## src/rtl/pin_phys_pkg.sv

```systemverilog
// Shared pin physics types and constants for the collision and integrator blocks.
// Positions are 17-bit signed fixed point with FRAC_BITS fraction bits.
package pin_phys_pkg;
  localparam int NUM_PINS       = 10;
  localparam int FRAC_BITS      = 4;
  localparam int FRICTION_SHIFT = 3;
  localparam int STOP_THRESH    = 8;
  localparam int SCREEN_WIDTH   = 1024;
  localparam int SCREEN_HEIGHT  = 768;

  localparam logic signed [16:0] X_LIM_FX = 17'(SCREEN_WIDTH  * (1 << FRAC_BITS));
  localparam logic signed [16:0] Y_LIM_FX = 17'(SCREEN_HEIGHT * (1 << FRAC_BITS));

  // Standard triangle rack, head pin first, rows widening toward the back.
  localparam logic [10:0] RACK_X [NUM_PINS] = '{
    11'd512, 11'd496, 11'd528, 11'd480, 11'd512,
    11'd544, 11'd464, 11'd496, 11'd528, 11'd560};
  localparam logic [9:0]  RACK_Y [NUM_PINS] = '{
    10'd100, 10'd128, 10'd128, 10'd156, 10'd156,
    10'd156, 10'd184, 10'd184, 10'd184, 10'd184};

  typedef struct packed {
    logic signed [16:0] pos_x_fx;
    logic signed [16:0] pos_y_fx;
    logic signed [15:0] vx;
    logic signed [15:0] vy;
    logic               down;
  } pin_state_t;

  typedef enum logic [1:0] {ST_IDLE, ST_UPDATE, ST_DONE} integ_state_t;

  function automatic pin_state_t rack_state(input int i);
    pin_state_t s;
    s.pos_x_fx = {2'b00, RACK_X[i], 4'b0000};
    s.pos_y_fx = {3'b000, RACK_Y[i], 4'b0000};
    s.vx       = '0;
    s.vy       = '0;
    s.down     = 1'b0;
    return s;
  endfunction

  function automatic logic signed [15:0] apply_friction(input logic signed [15:0] v);
    logic signed [15:0] vt;
    logic signed [15:0] mag;
    vt  = v - (v >>> FRICTION_SHIFT);
    mag = vt[15] ? -vt : vt;
    return (mag < 16'sd8) ? 16'sd0 : vt;
  endfunction
endpackage

```

## src/rtl/pin_step.sv

```systemverilog
// One-pin kinematic step: integrate, bounds check against the lane, friction.
// Purely combinational; the integrator time-multiplexes it across pins.
module pin_step
  import pin_phys_pkg::*;
(
  input  pin_state_t         cur_in,
  input  logic               hit_in,
  input  logic signed [15:0] snap_vx_in,
  input  logic signed [15:0] snap_vy_in,
  output pin_state_t         nxt_out,
  output logic               fell_out
);
  logic signed [15:0] vx, vy;
  logic signed [16:0] nx, ny;
  logic               out_of_lane;

  always_comb begin
    vx = hit_in ? snap_vx_in : cur_in.vx;
    vy = hit_in ? snap_vy_in : cur_in.vy;
    // 17-bit sums: an in-lane position plus any 16-bit velocity cannot wrap
    nx = cur_in.pos_x_fx + 17'(vx);
    ny = cur_in.pos_y_fx + 17'(vy);
    out_of_lane = (nx < 17'sd0) || (nx >= X_LIM_FX) ||
                  (ny < 17'sd0) || (ny >= Y_LIM_FX);

    nxt_out  = cur_in;
    fell_out = 1'b0;
    if (!cur_in.down) begin
      if (out_of_lane) begin
        nxt_out.pos_x_fx = X_LIM_FX;
        nxt_out.pos_y_fx = Y_LIM_FX;
        nxt_out.vx       = '0;
        nxt_out.vy       = '0;
        nxt_out.down     = 1'b1;
        fell_out         = 1'b1;
      end else begin
        nxt_out.pos_x_fx = nx;
        nxt_out.pos_y_fx = ny;
        nxt_out.vx       = apply_friction(vx);
        nxt_out.vy       = apply_friction(vy);
      end
    end
  end
endmodule

```

## src/rtl/pin_integrator.sv

```systemverilog
// Per-frame pin integrator: snapshots collision velocities on valid_in, then
// steps one pin per cycle through a shared pin_step and pulses done.
module pin_integrator
  import pin_phys_pkg::*;
(
  input  logic                            clk_in,
  input  logic                            rst_in,
  input  logic                            init_in,
  input  logic                            valid_in,
  input  logic [NUM_PINS-1:0][15:0]       pins_vx_in,
  input  logic [NUM_PINS-1:0][15:0]       pins_vy_in,
  input  logic [NUM_PINS-1:0]             pins_hit_in,
  output logic [NUM_PINS-1:0][10:0]       pins_x,
  output logic [NUM_PINS-1:0][9:0]        pins_y,
  output logic [NUM_PINS-1:0][15:0]       pins_vx_out,
  output logic [NUM_PINS-1:0][15:0]       pins_vy_out,
  output logic [NUM_PINS-1:0]             pins_down,
  output logic [3:0]                      pins_down_count,
  output logic                            busy,
  output logic                            done
);
  integ_state_t               state_q, state_d;
  logic [3:0]                 idx_q, idx_d;
  pin_state_t                 pins_q [NUM_PINS];
  pin_state_t                 pins_d [NUM_PINS];
  logic [NUM_PINS-1:0][15:0]  snap_vx_q, snap_vx_d;
  logic [NUM_PINS-1:0][15:0]  snap_vy_q, snap_vy_d;
  logic [NUM_PINS-1:0]        hit_q, hit_d;
  logic [3:0]                 count_q, count_d;
  logic                       busy_q, busy_d;
  logic                       done_q, done_d;

  pin_state_t         cur_pin, nxt_pin;
  logic               cur_hit, fell;
  logic signed [15:0] cur_svx, cur_svy;

  always_comb begin
    cur_pin = pins_q[0];
    cur_hit = hit_q[0];
    cur_svx = snap_vx_q[0];
    cur_svy = snap_vy_q[0];
    for (int i = 1; i < NUM_PINS; i++) begin
      if (idx_q == 4'(i)) begin
        cur_pin = pins_q[i];
        cur_hit = hit_q[i];
        cur_svx = snap_vx_q[i];
        cur_svy = snap_vy_q[i];
      end
    end
  end

  pin_step u_step (
    .cur_in     (cur_pin),
    .hit_in     (cur_hit),
    .snap_vx_in (cur_svx),
    .snap_vy_in (cur_svy),
    .nxt_out    (nxt_pin),
    .fell_out   (fell)
  );

  always_comb begin
    state_d   = state_q;
    idx_d     = idx_q;
    pins_d    = pins_q;
    snap_vx_d = snap_vx_q;
    snap_vy_d = snap_vy_q;
    hit_d     = hit_q;
    count_d   = count_q;
    case (state_q)
      ST_IDLE: begin
        if (init_in) begin
          for (int i = 0; i < NUM_PINS; i++) pins_d[i] = rack_state(i);
          count_d = '0;
        end else if (valid_in) begin
          snap_vx_d = pins_vx_in;
          snap_vy_d = pins_vy_in;
          hit_d     = pins_hit_in;
          idx_d     = '0;
          state_d   = ST_UPDATE;
        end
      end
      ST_UPDATE: begin
        for (int i = 0; i < NUM_PINS; i++)
          if (idx_q == 4'(i)) pins_d[i] = nxt_pin;
        if (fell) count_d = count_q + 4'd1;
        if (idx_q == 4'(NUM_PINS - 1)) state_d = ST_DONE;
        else                           idx_d   = idx_q + 4'd1;
      end
      default: state_d = ST_IDLE;
    endcase
    busy_d = (state_d != ST_IDLE);
    done_d = (state_d == ST_DONE);
  end

  always_ff @(posedge clk_in) begin
    if (!rst_in) begin
      state_q   <= ST_IDLE;
      idx_q     <= '0;
      for (int i = 0; i < NUM_PINS; i++) pins_q[i] <= rack_state(i);
      snap_vx_q <= '0;
      snap_vy_q <= '0;
      hit_q     <= '0;
      count_q   <= '0;
      busy_q    <= 1'b0;
      done_q    <= 1'b0;
    end else begin
      state_q   <= state_d;
      idx_q     <= idx_d;
      pins_q    <= pins_d;
      snap_vx_q <= snap_vx_d;
      snap_vy_q <= snap_vy_d;
      hit_q     <= hit_d;
      count_q   <= count_d;
      busy_q    <= busy_d;
      done_q    <= done_d;
    end
  end

  always_comb begin
    for (int i = 0; i < NUM_PINS; i++) begin
      pins_x[i]      = pins_q[i].pos_x_fx[FRAC_BITS +: 11];
      pins_y[i]      = pins_q[i].pos_y_fx[FRAC_BITS +: 10];
      pins_vx_out[i] = pins_q[i].vx;
      pins_vy_out[i] = pins_q[i].vy;
      pins_down[i]   = pins_q[i].down;
    end
  end

  assign pins_down_count = count_q;
  assign busy            = busy_q;
  assign done            = done_q;
endmodule
```

## config.mk

```make
export PLATFORM = sky130hd
export DESIGN_NAME = pin_integrator
export DESIGN_NICKNAME = d
export VERILOG_FILES = /design/src/rtl/pin_phys_pkg.sv /design/src/rtl/pin_step.sv /design/src/rtl/pin_integrator.sv
export SDC_FILE = /design/constraint.sdc
export NUM_CORES = 2
export LEC_CHECK = 0
export BUFFER_PORTS_ARGS = -buffer_cell sky130_fd_sc_hd__buf_2
export CORE_AREA = 4 4 336 338
export DETAILED_ROUTE_END_ITERATION = 7
export DIE_AREA = 0 0 340 342
export MAX_ROUTING_LAYER = met4
export PLACE_DENSITY = 0.71
export SYNTH_ARGS = -nofsm -noshare
export SYNTH_HDL_FRONTEND = slang
export SYNTH_SLANG_ARGS = --single-unit
```

## constraint.sdc

```tcl
create_clock -name clk_in -period 6.6 [get_ports clk_in]
set_clock_uncertainty 0.2 [all_clocks]
set_input_delay 0.33 -clock clk_in [delete_from_list [all_inputs] [get_ports clk_in]]
set_output_delay 0.33 -clock clk_in [all_outputs]
set_load 0.005 [all_outputs]
```

# Word-level counts from Yosys, hierarchy flattened
# Cells that the tools add are included.
# W data, S select, Z words.
[op_classes]
reduce_logical = 20
add_sub_neg = 8
n_mux = 69
n_bitwise = 1
n_lt_le_gt_ge = 6
n_eq_ne = 26
[ops]
columns = ["cell", "n"]
rows = [
  ["$mux W67", 20],
  ["$pmux W670 S2", 1],
  ["$mux W670", 1],
  ["$mux W16", 24],
  ["$mux W66", 1],
  ["$reduce_and A3 Y1", 12],
  ["$add A17 B16 Y17", 2],
  ["$lt A17 B1 Y1 const B", 2],
  ["$lt A16 B5 Y1 const B", 2],
  ["$neg A16 Y16", 2],
  ["$sub A16 B13 Y16", 2],
  ["$ne A2 B2 Y1 const B", 15],
  ["$mux W4", 5],
  ["$ge A17 B15 Y1 const B", 1],
  ["$ge A17 B16 Y1 const B", 1],
  ["$eq A4 B3 Y1 const B", 4],
  ["$pmux W4 S2", 2],
  ["$mux W1", 11],
  ["$add A4 B1 Y4 const B", 2],
  ["$eq A4 B2 Y1 const B", 2],
  ["$eq A4 B4 Y1 const B", 2],
  ["$mux W2", 3],
  ["$eq A4 B1 Y1 const B", 1],
  ["$logic_not A4 Y1", 1],
  ["other kinds (8)", 11],
]
[totals]
wordCells = 206
input_bits = 334
register_bits = 1012
out_inout_bits = 546

# Longest topological paths before layout
[depth]
depth_word = 20
ltp_mapped = 34
ltp_nobuf = 27

# Cells and area by module
# A second synthesis with hierarchy kept.
[hier_totals]
hier_cells = 7483
hier_area_um2 = 56724.4
[modules_own_cells]
columns = ["mod", "instances", "cells_each", "seq_area_each_um2", "area_each_um2"]
rows = [
  ["pin_integrator", 1, 6817, 20259.4, 52037.4],
  ["pin_step", 1, 666, 0.0, 4687.0],
]

# Worst setup path after synthesis
# No wires, ideal clock.
[synth_path]
path_kind = "register to register"
start = "reg idx_q[1]"
end = "reg pins_q, in the netlist pins_vy_out[109]"
setup_ns = 0.133
required_time_ns = 6.267
path_buffers = 6
period_less_slack_ns = 7.225
path_stages_with_launch = 33
arrival_time_ns = 6.892
slack_ns = -0.625
path_cell_list = "dfxtp_1 -> inv_1 -> ha_1 -> clkbuf_1 -> clkbuf_1 -> nor3b_1 -> buf_2 -> buf_2 -> buf_1 -> nand2_1 -> a311oi_1 -> a21oi_1 -> a211oi_1 -> a21oi_1 -> nand2_1 -> o21ai_0 -> o21ai_0 -> o21ai_0 -> o21a_1 -> ha_1 -> fa_1 -> nand2b_1 -> a211oi_1 -> nor3_1 -> a2111oi_2 -> o211ai_1 -> o41ai_1 -> mux2i_1 -> o2111ai_1 -> and2_1 -> buf_2 -> a22oi_2 -> o21ai_0"
[synth_between]
elab_chain_cells = 20
elab_cells_between_ends = 67
cone_classes = "4 x add/sub; 5 x order compare; 10 x eq/ne; 44 x mux; 4 x reduce/logical"
[synth_rtl]
columns = ["element", "line", "source"]
rows = [
  ["start: declaration", "pin_integrator.sv:23", "logic [3:0] idx_q, idx_d;"],
  ["start signal: assignment", "pin_integrator.sv:108", "idx_q <= idx_d;"],
  ["$eq A4 B1 Y1", "pin_integrator.sv:43", "if (idx_q == 4'(i)) begin"],
  ["$mux W67, or another cell as far along (9 in a row)", "pin_integrator.sv:43", ""],
  ["$mux W16, on equally long branches", "pin_step.sv:19, pin_step.sv:18", ""],
  ["$sub A16 B13 Y16 / $add A17 B16 Y17 (equally long branches)", "pin_phys_pkg.sv:45, pin_step.sv:21", ""],
  ["$neg A16 Y16, or another cell as far along", "pin_phys_pkg.sv:46", "mag = vt[15] ? -vt : vt;"],
  ["$mux W16 / $logic_or A1 B1 Y1 (equally long branches)", "pin_phys_pkg.sv:46, pin_step.sv:23", ""],
  ["$lt A16 B5 Y1 / $logic_or A1 B1 Y1 (equally long branches)", "pin_phys_pkg.sv:47, pin_step.sv:23", ""],
  ["$mux W16 / $logic_or A1 B1 Y1 (equally long branches)", "pin_phys_pkg.sv:47, pin_step.sv:24", ""],
  ["$mux W66", "pin_step.sv:29", "if (out_of_lane) begin"],
  ["$mux W67", "pin_step.sv:28", "if (!cur_in.down) begin"],
  ["$mux W67", "pin_integrator.sv:84", "if (idx_q == 4'(i)) pins_d[i] = nxt_pin;"],
  ["$pmux W670 S2", "pin_integrator.sv:69", "case (state_q)"],
  ["end signal: assignment", "pin_integrator.sv:109", "pins_q <= pins_d;"],
  ["end: declaration", "pin_integrator.sv:24", "pin_state_t pins_q [NUM_PINS];"],
]
# Parallel ways exist; a longest one is shown, timed or not. The select of a mux whose other input is x is not followed.
# A chain may end at the register's enable or synchronous reset.

# Worst setup path after layout
[layout_path]
start = "reg idx_q[0]"
end = "reg pins_q, in the netlist pins_vx_out[13]"
[layout_between]
elab_chain_cells = 20
elab_cells_between_ends = 68
cone_classes = "4 x add/sub; 5 x order compare; 10 x eq/ne; 44 x mux; 5 x reduce/logical"
[layout_rtl]
columns = ["element", "line", "source"]
rows = [
  ["$eq A4 B1 Y1", "pin_integrator.sv:43", ""],
  ["$mux W67, or another cell as far along (9 in a row)", "pin_integrator.sv:43", ""],
  ["$mux W16", "pin_step.sv:18", "vx = hit_in ? snap_vx_in : cur_in.vx;"],
  ["$sub A16 B13 Y16 / $add A17 B16 Y17 (equally long branches)", "pin_phys_pkg.sv:45, pin_step.sv:21", ""],
  ["$neg A16 Y16, or another cell as far along", "pin_phys_pkg.sv:46", ""],
  ["$mux W16 / $logic_or A1 B1 Y1 (equally long branches)", "pin_phys_pkg.sv:46, pin_step.sv:23", ""],
  ["$lt A16 B5 Y1 / $logic_or A1 B1 Y1 (equally long branches)", "pin_phys_pkg.sv:47, pin_step.sv:23", ""],
  ["$mux W16 / $logic_or A1 B1 Y1 (equally long branches)", "pin_phys_pkg.sv:47, pin_step.sv:24", ""],
  ["$mux W66", "pin_step.sv:29", ""],
  ["$mux W67", "pin_step.sv:28", ""],
  ["$mux W67", "pin_integrator.sv:84", ""],
  ["$pmux W670 S2", "pin_integrator.sv:69", ""],
]
# Parallel ways exist; a longest one is shown, timed or not. The select of a mux whose other input is x is not followed.

==> metrics.md <==
| Metric | Value |
|---|---|
| Peak supply drop | `roughly 0.23 mV` |
| Final #Nets | `7909` |
| DP HPWL | `roughly 180 mm` |
| Drt total wl | `about 250 mm` |
| Family with the most delay on the worst path | `compound AO/OA/AOI/OAI gates` |
| Violation count after the first detailed-route iteration | `7685` |
| Starting density of the core | `a little under half` |
| LEAKAGE | `approximately 27 nW` |
| Distinct cells, synth | `just under 90` |
| Avg Cell Area, Syn | `about 7.6 um2` |
| Synth Net Count | `about 6900` |
| Final period utilization | `103%` |
| Vias in the first global route | `between 50000 and 60000` |
| GP Congestion | `~1.0` |
| Worst min-delay path class | `primary input to flip-flop` |
| Post-layout util | `59.3%` |
| DRC | `2` |
| Total gr overflow | `0` |
| Crit path buf inv count | `9` |
| Slowest CP cell | `or3b_4` |
| Setup TNS | `-14110 ps` |
| Final min period | `approximately 6800 ps` |
| Seq/Total Area, Yosys | `approximately two fifths` |
| Synth Cell Area | `49600 um2` |
| PwrDens | `between 200 and 300 nW/um2` |
| Filler cells | `between 9000 and 10000` |
| Final worst setup slack | `-221 ps` |
| Root Driver | `clkbuf_16` |
| CP peak stage delay | `roughly 430 ps` |
| Layout cell share with drive strength beyond 1 | `between 20% and 30%` |
| Largest net degree at the start of global routing | `238` |
| Area delta synth->final | `31.6%` |
| Synth warn | `0` |
| Fmax | `~150 MHz` |
| I/O pin count | `880` |
| H-tree levels | `3` |
| Dpl cells | `~8500` |
| DR WL/cell | `~28 um` |
| Critical path data required time | `6960 ps` |
| Max cap viols | `0` |
| CTS tree | `yes` |
| Syn Inst Count | `6493` |
| Status | `finished with violations` |
| Most area-consuming cells after synthesis | `dfxtp_1 (41%), a21oi_1 (11%), nand2_1 (10%)` |
| Die width | `between 300 and 400 um` |
| Setup-failing EPs final | `222` |
| Via count | `roughly 56000` |
| Antenna violations before repair | `14` |
| # rows | `122` |
| Clock Path Buffers | `3` |
| RSZ-0062 raised after global routing | `true` |
| CTS Sinks | `a little over 1000` |
| Area leader, netlist | `dfxtp_1` |
| Clk Latency, worst-skew pair | `between 700 and 800 ps` |
| Design Power | `around 18 mW` |
| FFs w/ async S/R, synth | `0%` |
| Post-route ant nets | `0` |
| Slew @ Worst Pin | `1390 ps` |
| Final Hold Viols | `0` |
| Die area | `~120000 um2` |
| Port bufs | `about 880` |
| Post-synth EDFFs | `0` |
| Layout Cells excl Fill | `9087` |
| CP arrival | `7180 ps` |
| Max-slew headroom at the worst pin | `roughly 6.9%` |
| CP Capture Type | `flip-flop` |
| Pre-antenna DRT Iters | `8` |
| Core Region | `between 100000 and 150000 um2` |
| Critical path type | `flip-flop to flip-flop` |
| Num CTS Buffers | `107` |
| Synth Register Bits | `just over 1000` |
| Slew Limit Fails | `0` |
| First-pass GRT wire length | `between 300 and 400 mm` |
| Avg Vias per Cell | `around 6.2` |
| Tot GR Track Use | `between 40% and 50%` |
| Critical Path Start Type | `flip-flop` |
| Post-synth top area share | `approximately 41%` |
| CTS clk-pin slew, worst paths | `roughly 60 ps` |
| Height of the chip | `342 um` |
| CP Max Fanout | `7` |
| Failing checks | `DRC, setup timing` |
| Main synth FF type | `dfxtp_1` |
## logic make-up (layout without fill, tap and decap cells)
| kind of cell | after synthesis | count (layout) | share of synthesized area, % |
|---|---|---|---|
| AND/OR/NAND/NOR | 1984 | 1984 | 16.0 |
| other | 0 | 15 | 0 |
| buffers and inverters | 1091 | 2181 | 12.4 |
| multiplexers | 12 | 12 | 0.250 |
| flip-flops | 1012 | 1012 | 40.8 |
| AO/OA/AOI/OAI | 2279 | 2280 | 27.8 |
| adder cells (fa/ha/maj) | 71 | 71 | 1.85 |
| XOR/XNOR | 44 | 44 | 0.807 |
## per-stage QoR
step | instance area [um2] | setup slack (ps) | hold slack [ps]
6_report | 65300 | -221 | 40.7
5_1_grt | 65300 | -403 | 69.2
3_3_place_gp | 55300 | -757 | 234
3_5_place_dp | 55300 | -735 | 243
4_1_cts | 63400 | -27.6 | 14.1
2_1_floorplan | 49600 | 5.89 | 227
## worst min-delay path, cell delays in order
cell	delay, ps
buf_2	110
nor4b_2	50
buf_4	260
nand2_1	120
a21oi_1	50
## power breakdown
part | switching, mW | internal, mW
logic | 2.95 | 2.16
registers | 0.199 | 6.35
clock network | 2.72 | 3.67
total | 5.87 | 12.2
## state kept, by name, indices dropped and copies added (netlist names), 2 cells and up
| register | cells |
|---|---|
| idx_q | 4 |
| pins_y | 100 |
| hit_q | 10 |
| pins_down | 10 |
| pins_vx_out | 160 |
| state_q | 2 |
| pins_down_count | 4 |
| pins_vy_out | 160 |
| snap_vx_q | 160 |
| pins_q | 130 |
| pins_x | 110 |
| snap_vy_q | 160 |
## final timing paths
path | start | endpoint | slack [ps] | depth (start not counted)
worst min register to register | snap_vy_q[101]$_SDFFE_PN0P_ | snap_vy_q[101]$_SDFFE_PN0P_ | 250 | 2
worst max-delay path | idx_q[0]$_SDFFE_PN0P_ | pins_vx_out[13]$_SDFFE_PN0P_ | -220 | 31
worst max register to register | idx_q[0]$_SDFFE_PN0P_ | pins_vx_out[13]$_SDFFE_PN0P_ | -220 | 31
worst min-delay path | init_in | snap_vy_q[151]$_SDFFE_PN0P_ | 40 | 5
## layout make-up
class                   instances  area (um2)  area share, %
inverters                      69         272          0.416
repair buffers               1923       14100           21.5
clock buffers                 145        3080           4.72
multi-input cells            4391       25100           38.5
diodes                         15        37.5         0.0575
flip-flops and latches       1012       20300           31.0
clock inverters                44         582          0.891
well taps                    1488        1860           2.85
## cells in the mapped netlist (6+ instances only)
cell type	count
buf_4	543
a221o_1	53
and3_1	7
nor3_1	33
o21ai_0	525
a311oi_1	105
a211o_1	6
o22a_1	10
o211ai_1	17
a22oi_1	9
a22oi_2	21
dfxtp_1	1012
o311ai_0	6
a21o_1	17
o22ai_1	59
o21a_1	32
or2_2	16
o221ai_1	126
a22o_1	41
buf_1	37
a21oi_1	1049
o21ai_1	19
nor2_1	417
clkbuf_1	423
nor2b_1	18
nand2b_1	25
xnor2_1	26
or3_1	7
mux2i_1	9
xor2_1	17
nor3b_1	10
nand3b_1	6
nand3_1	33
a221oi_1	56
and2_1	16
buf_2	18
ha_1	67
a211oi_1	54
nand2_1	1366
a31oi_1	17
inv_1	66
## timing repair
| action | in CTS | in global routing |
|---|---|---|
| pin swaps | 48 | 117 |
| gates cloned | 11 | 9 |
| setup buffers | 21 | 48 |
| setup endpoints to repair | 601 | 614 |
| hold buffers | 331 | 0 |
| gates resized for setup | 166 | 380 |
| endpoints found under the hold margin | 341 | 0 |
## per-layer routing
metal	routed length, um	track usage, %	vias to the layer above
li1	-	-	24300
met1	92500	50.6	26400
met2	108000	62.0	4305
met3	31300	10.6	1040
met4	20200	24.6	0
met5	0	-	-
## layout by cell type (no fill, tap or decap), types with 30 or more instances in the layout
| cell | instances |
|---|---|
| a211oi_1 | 30 |
| a21oi_1 | 952 |
| a21oi_2 | 84 |
| a221o_1 | 53 |
| a221oi_1 | 49 |
| a22o_1 | 40 |
| a311oi_1 | 71 |
| a311oi_2 | 30 |
| buf_12 | 44 |
| buf_2 | 879 |
| buf_4 | 604 |
| buf_6 | 48 |
| clkbuf_16 | 112 |
| dfxtp_1 | 1008 |
| dlygate4sd3_1 | 331 |
| ha_1 | 52 |
| inv_1 | 60 |
| nand2_1 | 1357 |
| nor2_1 | 392 |
| nor3_1 | 30 |
| o21a_1 | 30 |
| o21ai_0 | 420 |
| o21ai_1 | 90 |
| o221ai_1 | 123 |
| o22ai_1 | 58 |
Note: power is estimated with default switching activity, not from simulation.
